File: config.mk
export PLATFORM = sky130hd
export DESIGN_NAME = fetch_bpu_flat
export DESIGN_NICKNAME = d
export VERILOG_FILES = /design/src/rtl/riscv_pipe_pkg.sv /design/src/rtl/fetch_bpu_if.sv /design/src/rtl/btb.sv /design/src/rtl/fetch_bpu.sv /design/src/flat_wrapper.sv
export SDC_FILE = /design/constraint.sdc
export NUM_CORES = 2
export LEC_CHECK = 0
export ABC_AREA = 1
export CELL_PAD_IN_SITES_DETAIL_PLACEMENT = 1
export CELL_PAD_IN_SITES_GLOBAL_PLACEMENT = 2
export CORE_ASPECT_RATIO = 1.4
export CORE_MARGIN = 10
export CORE_UTILIZATION = 39
export CTS_BUF_LIST = sky130_fd_sc_hd__clkbuf_16
export DETAILED_ROUTE_END_ITERATION = 6
export PLACE_DENSITY = 0.9
export SYNTH_ARGS = -nofsm -noshare
export SYNTH_HDL_FRONTEND = slang
export SYNTH_SLANG_ARGS = --single-unit
File: constraint.sdc
create_clock -name clk -period 93.7 [get_ports clk]
set_input_delay 9.37 -clock clk [delete_from_list [all_inputs] [get_ports clk]]
set_output_delay 9.37 -clock clk [all_outputs]
set_load 0.02 [all_outputs]
File: src/rtl/riscv_pipe_pkg.sv
// Shared pipeline package: default datapath width, branch-counter encodings,
// the BTB entry layout and the saturating-counter update helper.
package riscv_pipe_pkg;

    localparam int unsigned XLEN_DEFAULT = 32;

    // 2-bit saturating counter; bit 1 set means "predict taken".
    typedef enum logic [1:0] {
        CtrSnt = 2'b00,
        CtrWnt = 2'b01,
        CtrWt  = 2'b10,
        CtrSt  = 2'b11
    } bht_ctr_e;

    // Tag and target are sized for the widest supported XLEN; narrower
    // configurations keep the upper bits at zero.
    typedef struct packed {
        logic                    valid;
        logic [XLEN_DEFAULT-1:0] tag;
        logic [XLEN_DEFAULT-1:0] target;
        bht_ctr_e                ctr;
    } btb_entry_t;

    function automatic bht_ctr_e ctr_update(bht_ctr_e ctr, logic taken);
        bht_ctr_e res;
        res = ctr;
        unique case (ctr)
            CtrSnt:  res = taken ? CtrWnt : CtrSnt;
            CtrWnt:  res = taken ? CtrWt  : CtrSnt;
            CtrWt:   res = taken ? CtrSt  : CtrWnt;
            CtrSt:   res = taken ? CtrSt  : CtrWt;
            default: res = ctr;
        endcase
        return res;
    endfunction

endpackage

File: src/rtl/fetch_bpu_if.sv
// Fetch/branch-prediction bundle between the datapath and fetch_bpu.
//   F stage : StallF (in), PCF, PCPlus4F, PredTakenF, PredTargetF (out)
//   E stage : ValidE, BranchE, TakenE, PredTakenE, PCE, PCTargetE,
//             PredTargetE (in), MispredictE (out)
// master = datapath/hazard side, slave = fetch_bpu.
interface fetch_bpu_if #(
    parameter int unsigned XLEN = riscv_pipe_pkg::XLEN_DEFAULT
);
    logic            StallF;
    logic [XLEN-1:0] PCF;
    logic [XLEN-1:0] PCPlus4F;
    logic            PredTakenF;
    logic [XLEN-1:0] PredTargetF;

    logic            ValidE;
    logic            BranchE;
    logic            TakenE;
    logic            PredTakenE;
    logic [XLEN-1:0] PCE;
    logic [XLEN-1:0] PCTargetE;
    logic [XLEN-1:0] PredTargetE;
    logic            MispredictE;

    modport master (
        output StallF, ValidE, BranchE, TakenE, PredTakenE, PCE, PCTargetE, PredTargetE,
        input  PCF, PCPlus4F, PredTakenF, PredTargetF, MispredictE
    );

    modport slave (
        input  StallF, ValidE, BranchE, TakenE, PredTakenE, PCE, PCTargetE, PredTargetE,
        output PCF, PCPlus4F, PredTakenF, PredTargetF, MispredictE
    );
endinterface

File: src/rtl/btb.sv
// Direct-mapped branch target buffer with 2-bit counters.
//   clk, rst          : clock, async active-high reset (clears all entries)
//   rd_pc_i           : fetch PC to look up
//   rd_hit_o          : indexed entry valid with matching tag
//   rd_taken_o        : hit and counter predicts taken
//   rd_target_o       : stored target of the indexed entry
//   upd_*_i           : E-stage resolution used to train the table
// Lookup reads the registered contents, so a same-cycle update to the same
// index is only visible on the following cycle.
module btb
    import riscv_pipe_pkg::*;
#(
    parameter int unsigned XLEN    = XLEN_DEFAULT,
    parameter int unsigned ENTRIES = 16
) (
    input  logic            clk,
    input  logic            rst,
    input  logic [XLEN-1:0] rd_pc_i,
    output logic            rd_hit_o,
    output logic            rd_taken_o,
    output logic [XLEN-1:0] rd_target_o,
    input  logic            upd_valid_i,
    input  logic            upd_branch_i,
    input  logic            upd_taken_i,
    input  logic            upd_pred_taken_i,
    input  logic [XLEN-1:0] upd_pc_i,
    input  logic [XLEN-1:0] upd_target_i
);
    localparam int unsigned IdxW = $clog2(ENTRIES);

    logic [IdxW-1:0]         rd_idx;
    logic [IdxW-1:0]         upd_idx;
    logic [XLEN_DEFAULT-1:0] rd_tag;
    logic [XLEN_DEFAULT-1:0] upd_tag;
    logic                    upd_hit;

    btb_entry_t mem_q [ENTRIES];
    btb_entry_t mem_d [ENTRIES];

    // Instructions are word aligned; the low two PC bits carry no information.
    logic unused_pc_lsbs;
    assign unused_pc_lsbs = ^{rd_pc_i[1:0], upd_pc_i[1:0]};

    assign rd_idx  = rd_pc_i[IdxW+1:2];
    assign upd_idx = upd_pc_i[IdxW+1:2];
    assign rd_tag  = XLEN_DEFAULT'(rd_pc_i[XLEN-1:IdxW+2]);
    assign upd_tag = XLEN_DEFAULT'(upd_pc_i[XLEN-1:IdxW+2]);

    assign rd_hit_o    = mem_q[rd_idx].valid && (mem_q[rd_idx].tag == rd_tag);
    assign rd_taken_o  = rd_hit_o && mem_q[rd_idx].ctr[1];
    assign rd_target_o = mem_q[rd_idx].target[XLEN-1:0];

    assign upd_hit = mem_q[upd_idx].valid && (mem_q[upd_idx].tag == upd_tag);

    always_comb begin
        mem_d = mem_q;
        if (upd_valid_i) begin
            if (upd_branch_i) begin
                if (upd_hit) begin
                    mem_d[upd_idx].ctr = ctr_update(mem_q[upd_idx].ctr, upd_taken_i);
                    if (upd_taken_i) begin
                        mem_d[upd_idx].target = XLEN_DEFAULT'(upd_target_i);
                    end
                end else if (upd_taken_i) begin
                    mem_d[upd_idx] = '{valid:  1'b1,
                                       tag:    upd_tag,
                                       target: XLEN_DEFAULT'(upd_target_i),
                                       ctr:    CtrWt};
                end
            end else if (upd_pred_taken_i) begin
                // A non-branch was predicted taken: its index aliases a branch.
                mem_d[upd_idx].valid = 1'b0;
            end
        end
    end

    always_ff @(posedge clk or posedge rst) begin
        if (rst) begin
            for (int i = 0; i < int'(ENTRIES); i++) begin
                mem_q[i] <= '{valid: 1'b0, tag: '0, target: '0, ctr: CtrWnt};
            end
        end else begin
            mem_q <= mem_d;
        end
    end

endmodule

File: src/rtl/fetch_bpu.sv
// Fetch PC generation with BTB-based branch prediction.
//   clk, rst : clock, async active-high reset (PCF <- RESET_PC, BTB cleared)
//   bus      : fetch_bpu_if slave; F-stage PC/prediction outputs, E-stage
//              resolution inputs and the MispredictE redirect output.
// Next-PC priority: E-stage redirect, then stall hold, then predicted
// target, then sequential PC+4.
module fetch_bpu
    import riscv_pipe_pkg::*;
#(
    parameter int unsigned     XLEN        = XLEN_DEFAULT,
    parameter int unsigned     BTB_ENTRIES = 16,
    parameter logic [XLEN-1:0] RESET_PC    = '0
) (
    input  logic        clk,
    input  logic        rst,
    fetch_bpu_if.slave  bus
);
    logic [XLEN-1:0] pcf_q;
    logic [XLEN-1:0] pcf_d;
    logic [XLEN-1:0] pc_plus4_f;
    logic [XLEN-1:0] pce_plus4;
    logic [XLEN-1:0] btb_target;
    logic            btb_hit;
    logic            btb_taken;
    logic            mispredict;

    assign pc_plus4_f = pcf_q + XLEN'(4);
    assign pce_plus4  = bus.PCE + XLEN'(4);

    btb #(
        .XLEN    (XLEN),
        .ENTRIES (BTB_ENTRIES)
    ) u_btb (
        .clk              (clk),
        .rst              (rst),
        .rd_pc_i          (pcf_q),
        .rd_hit_o         (btb_hit),
        .rd_taken_o       (btb_taken),
        .rd_target_o      (btb_target),
        .upd_valid_i      (bus.ValidE),
        .upd_branch_i     (bus.BranchE),
        .upd_taken_i      (bus.TakenE),
        .upd_pred_taken_i (bus.PredTakenE),
        .upd_pc_i         (bus.PCE),
        .upd_target_i     (bus.PCTargetE)
    );

    always_comb begin
        mispredict = 1'b0;
        if (bus.ValidE) begin
            if (bus.BranchE) begin
                mispredict = (bus.TakenE != bus.PredTakenE) ||
                             (bus.TakenE && (bus.PCTargetE != bus.PredTargetE));
            end else begin
                mispredict = bus.PredTakenE;
            end
        end
    end

    always_comb begin
        pcf_d = pc_plus4_f;
        if (mispredict) begin
            pcf_d = (bus.TakenE && bus.BranchE) ? bus.PCTargetE : pce_plus4;
        end else if (bus.StallF) begin
            pcf_d = pcf_q;
        end else if (btb_taken) begin
            pcf_d = btb_target;
        end
    end

    always_ff @(posedge clk or posedge rst) begin
        if (rst) begin
            pcf_q <= RESET_PC;
        end else begin
            pcf_q <= pcf_d;
        end
    end

    assign bus.PCF         = pcf_q;
    assign bus.PCPlus4F    = pc_plus4_f;
    assign bus.PredTakenF  = btb_taken;
    assign bus.PredTargetF = btb_hit ? btb_target : pc_plus4_f;
    assign bus.MispredictE = mispredict;

endmodule
File: src/flat_wrapper.sv
// flat-port wrapper written by rule: the top's interface ports become plain ports
module fetch_bpu_flat import riscv_pipe_pkg::*;
#(
    parameter int unsigned     XLEN        = XLEN_DEFAULT,
    parameter int unsigned     BTB_ENTRIES = 16,
    parameter logic [XLEN-1:0] RESET_PC    = '0
)
  (clk, rst, bus_StallF, bus_ValidE, bus_BranchE, bus_TakenE, bus_PredTakenE, bus_PCE, bus_PCTargetE, bus_PredTargetE, bus_PCF, bus_PCPlus4F, bus_PredTakenF, bus_PredTargetF, bus_MispredictE);
  fetch_bpu_if #(.XLEN(XLEN)) bus_i ();
  input  logic clk;
  input  logic rst;
  input wire logic [$bits(bus_i.StallF)-1:0] bus_StallF;
  input wire logic [$bits(bus_i.ValidE)-1:0] bus_ValidE;
  input wire logic [$bits(bus_i.BranchE)-1:0] bus_BranchE;
  input wire logic [$bits(bus_i.TakenE)-1:0] bus_TakenE;
  input wire logic [$bits(bus_i.PredTakenE)-1:0] bus_PredTakenE;
  input wire logic [$bits(bus_i.PCE)-1:0] bus_PCE;
  input wire logic [$bits(bus_i.PCTargetE)-1:0] bus_PCTargetE;
  input wire logic [$bits(bus_i.PredTargetE)-1:0] bus_PredTargetE;
  output wire logic [$bits(bus_i.PCF)-1:0] bus_PCF;
  output wire logic [$bits(bus_i.PCPlus4F)-1:0] bus_PCPlus4F;
  output wire logic [$bits(bus_i.PredTakenF)-1:0] bus_PredTakenF;
  output wire logic [$bits(bus_i.PredTargetF)-1:0] bus_PredTargetF;
  output wire logic [$bits(bus_i.MispredictE)-1:0] bus_MispredictE;
  assign bus_i.StallF = bus_StallF;
  assign bus_i.ValidE = bus_ValidE;
  assign bus_i.BranchE = bus_BranchE;
  assign bus_i.TakenE = bus_TakenE;
  assign bus_i.PredTakenE = bus_PredTakenE;
  assign bus_i.PCE = bus_PCE;
  assign bus_i.PCTargetE = bus_PCTargetE;
  assign bus_i.PredTargetE = bus_PredTargetE;
  assign bus_PCF = bus_i.PCF;
  assign bus_PCPlus4F = bus_i.PCPlus4F;
  assign bus_PredTakenF = bus_i.PredTakenF;
  assign bus_PredTargetF = bus_i.PredTargetF;
  assign bus_MispredictE = bus_i.MispredictE;
  fetch_bpu #(.XLEN(XLEN), .BTB_ENTRIES(BTB_ENTRIES), .RESET_PC(RESET_PC)) u_core (.clk(clk), .rst(rst), .bus(bus_i));
endmodule
==> impl_metrics.py <==
metrics = {
    "status": {
        "status": "complete, no violations",
    },
    "power": {
        "power_density_nw_per_um2": 22.33,
        "ir_worst_vdd_uv": 14.46,
        "p_leak_nw": 29.32,
    },
    "logic_synthesis": {
        "yosys_warnings": 0,
        "ys_ff_latch": 1008,
        "synth.top_cell.area_share_pct": 44.58,
        "yosysSeqAreaShare_pct": 45.34,
        "yosys.cell_types.count": 49,
        "synth_top_area_cell": "dfrtp_1",
        "synth_area_um2": 55680,
        "synthesis.nets": 7967,
        "synth_edf_count": 0,
        "synthCells": 7858,
        "synth_area_leaders": "dfrtp_1 (45%), nand2_1 (17%), o21ai_0 (10%), nand3_1 (4.7%), inv_1 (4.4%)",
        "ys_async_sr_fraction_pct": 100.0,
        "avgSynthCellArea_um2": 7.086,
        "yosys_most_used_dff": "dfrtp_1",
    },
    "critical_path": {
        "start_kind": "input pin",
        "worstPathRequired_ns": 84.33,
        "crit_fanout": 38,
        "cp.arrival_ns": 13.83,
        "cp-end-kind": "output port",
        "worst-setup-path-type": "in2out",
    },
    "sta": {
        "hold_ws_ns": 0.4726,
        "slew_violations": 0,
        "rsz0062_at_grt": "no",
        "fin_setup_tns_ns": 0,
        "hold_violations": 0,
        "period_share_pct": 24.76,
        "maxSlewHeadroom_pct": 15.23,
        "setup_viol": 0,
        "fin_skew_ns": 0.02882,
        "tightest_slew_ns": 1.260,
        "clock.fmax_ghz": 0.04310,
        "min_period_ns": 23.20,
    },
    "worst_hold_path": {
        "worstHoldPathType": "reg2reg",
    },
    "global_route": {
        "antenna_found_initial": 18,
        "grt-ovfl-total": 0,
        "grt_pass1_vias": 56755,
        "grt_max_degree": 152,
        "track_usage_pct": 29.86,
        "grt_pass1_wl_um": 363100,
    },
    "drt": {
        "vias": 55469,
        "drt-initial-drc-count": 4880,
        "vias_per_cell": 5.718,
        "wl_per_cell_um": 25.04,
        "first_pass_iters": 5,
        "routed_wl_um": 242900,
        "drcViolationCount": 0,
        "ant_nets": 0,
    },
    "cts": {
        "clock_sinks": 1008,
        "insertion_delay_ns": 0.75,
        "cts_tree": "built",
        "path_clk_slew_ns": 0.06,
        "cts_max_level": 3,
        "root_buffer": "clkbuf_16",
        "clock_path_buffers": 3,
        "cts_made_buffers": 106,
        "cts_resized": 0,
        "postCtsSetupRepairBufs": 0,
        "holdBufCountCts": 0,
    },
    "die": {
        "die_area_um2": 158500,
        "start_util_pct": 39.16,
        "die_height_um": 467.1,
        "core_area_um2": 142200,
        "rows": 164,
        "fp.dieW_um": 339.3,
        "ios": 201,
    },
    "cells_and_area": {
        "area.growth.synth_to_final_pct": 10.98,
        "design_area_um2": 61800,
        "fin_nets": 7817,
        "final_util_pct": 43.46,
        "drive_gt1_share_pct": 4.571,
    },
    "placement": {
        "dp_hpwl_um": 150900,
        "portBuffers": 200,
        "place_area_um2": 58460,
        "place_congestion": 0.8950,
    },
    "run": {
        "cap_violations": 0,
    },
}
power by group:
| group | total, mW | internal (mW) | switching, mW |
|---|---|---|---|
| clock | 0.424 | 0.231 | 0.192 |
| sequential | 0.552 | 0.503 | 0.0493 |
| combinational | 0.403 | 0.119 | 0.284 |
| total | 1.38 | 0.854 | 0.526 |
critical path, stage by stage:
cell	delay, ns
clkdlybuf4s50_1	0.47
inv_1	0.38
nor2_1	0.08
nor3b_1	0.84
nand4_1	0.16
nor2_1	0.36
nand3_1	0.15
nand2_2	0.08
buf_4	0.47
inv_1	0.51
buf_4	0.34
clkdlybuf4s50_1	0.57
worst paths after layout:
path                            slack (ns)  cells past startpoint               startpoint                  endpoint
worst min-delay path                  0.47                      2  u_core.u_btb.mem_q[804]   u_core.u_btb.mem_q[804]
min in group asynchronous             9.21                      2                      rst  u_core.u_btb.mem_q[1006]
worst min register to register        0.47                      2  u_core.u_btb.mem_q[804]   u_core.u_btb.mem_q[804]
max in group asynchronous            81.14                      5                      rst   u_core.u_btb.mem_q[460]
worst max register to register       87.42                     23        u_core.bus.PCF[3]         u_core.bus.PCF[6]
worst max-delay path                 70.50                     12        bus_PCTargetE[21]           bus_MispredictE
cell usage in the layout, fill, tap and decap left out, drive strengths merged, types with 105 or more instances in the layout:
| master | instances |
|---|---|
| a21oi | 330 |
| buf | 105 |
| clkbuf | 108 |
| clkdlybuf4s50 | 198 |
| dfrtp | 992 |
| inv | 686 |
| nand2 | 2596 |
| nand3 | 537 |
| nor2 | 620 |
| o21ai | 1168 |
metrics by stage:
step	cells	total power, mW	worst slack (ns)
global placement	9509	0.9406	70.53
detailed placement	9509	0.9545	70.55
floorplan	7858	0.7952	55.99
finish	9700	1.380	70.50
global route	9698	1.451	70.45
CTS	9698	1.380	70.52
sequential cells by signal, summed over array words and instances, names as in the netlist:
register / cells
u_core.u_btb.mem_q: 976
u_core.bus.PCF: 32
cell usage after synthesis, types with 6 or more instances:
cell / instances
inv_2: 8
nor2_1: 614
o21ai_0: 1129
a21oi_1: 330
dfstp_2: 16
xnor2_1: 16
inv_1: 653
nand3_1: 527
a31oi_1: 17
nor2_2: 6
ha_1: 6
or2_2: 11
o22ai_1: 32
clkinv_1: 6
o221ai_1: 9
dfrtp_1: 992
buf_2: 157
buf_1: 35
o21bai_1: 26
buf_6: 30
o2111ai_1: 30
buf_4: 28
nand3_4: 9
clkbuf_1: 298
nand4_2: 9
o211ai_1: 42
clkbuf_2: 10
nand2_1: 2591
nand4_1: 49
o21ai_1: 39
xor2_1: 54
nor4_1: 8
a221oi_1: 14
nor3_1: 36
routing by layer:
layer	wire length, um	vias up	global-route usage (%)
li1	-	24860	-
met1	98840	27898	37.15
met2	113300	2076	49.67
met3	17400	615	5.245
met4	13210	20	14.96
met5	129	-	0
kinds of logic (layout without fill, tap and decap cells):
logic type      after synthesis  count (layout)  synth area share, %
flops                      1008            1008                45.34
other cells                   0               2                    0
fa+ha+maj                     6               6               0.1348
xor+xnor                     70              70                1.101
simple gates               3874            3874                28.28
compound gates             1670            1670                15.80
buf+inv                    1230            1161                9.355
cell type report:
| type | instances | area [um2] |
|---|---|---|
| diodes | 2 | 5.005 |
| clock buffers | 107 | 2678 |
| clock inverters | 82 | 650.6 |
| fillers | 17959 | 80410 |
| inverters | 668 | 2542 |
| multi-input cells | 5620 | 25450 |
| flip-flops and latches | 1008 | 25260 |
| well taps | 1909 | 2389 |
| repair buffers | 304 | 2821 |
(Power assumes the default switching activity.)
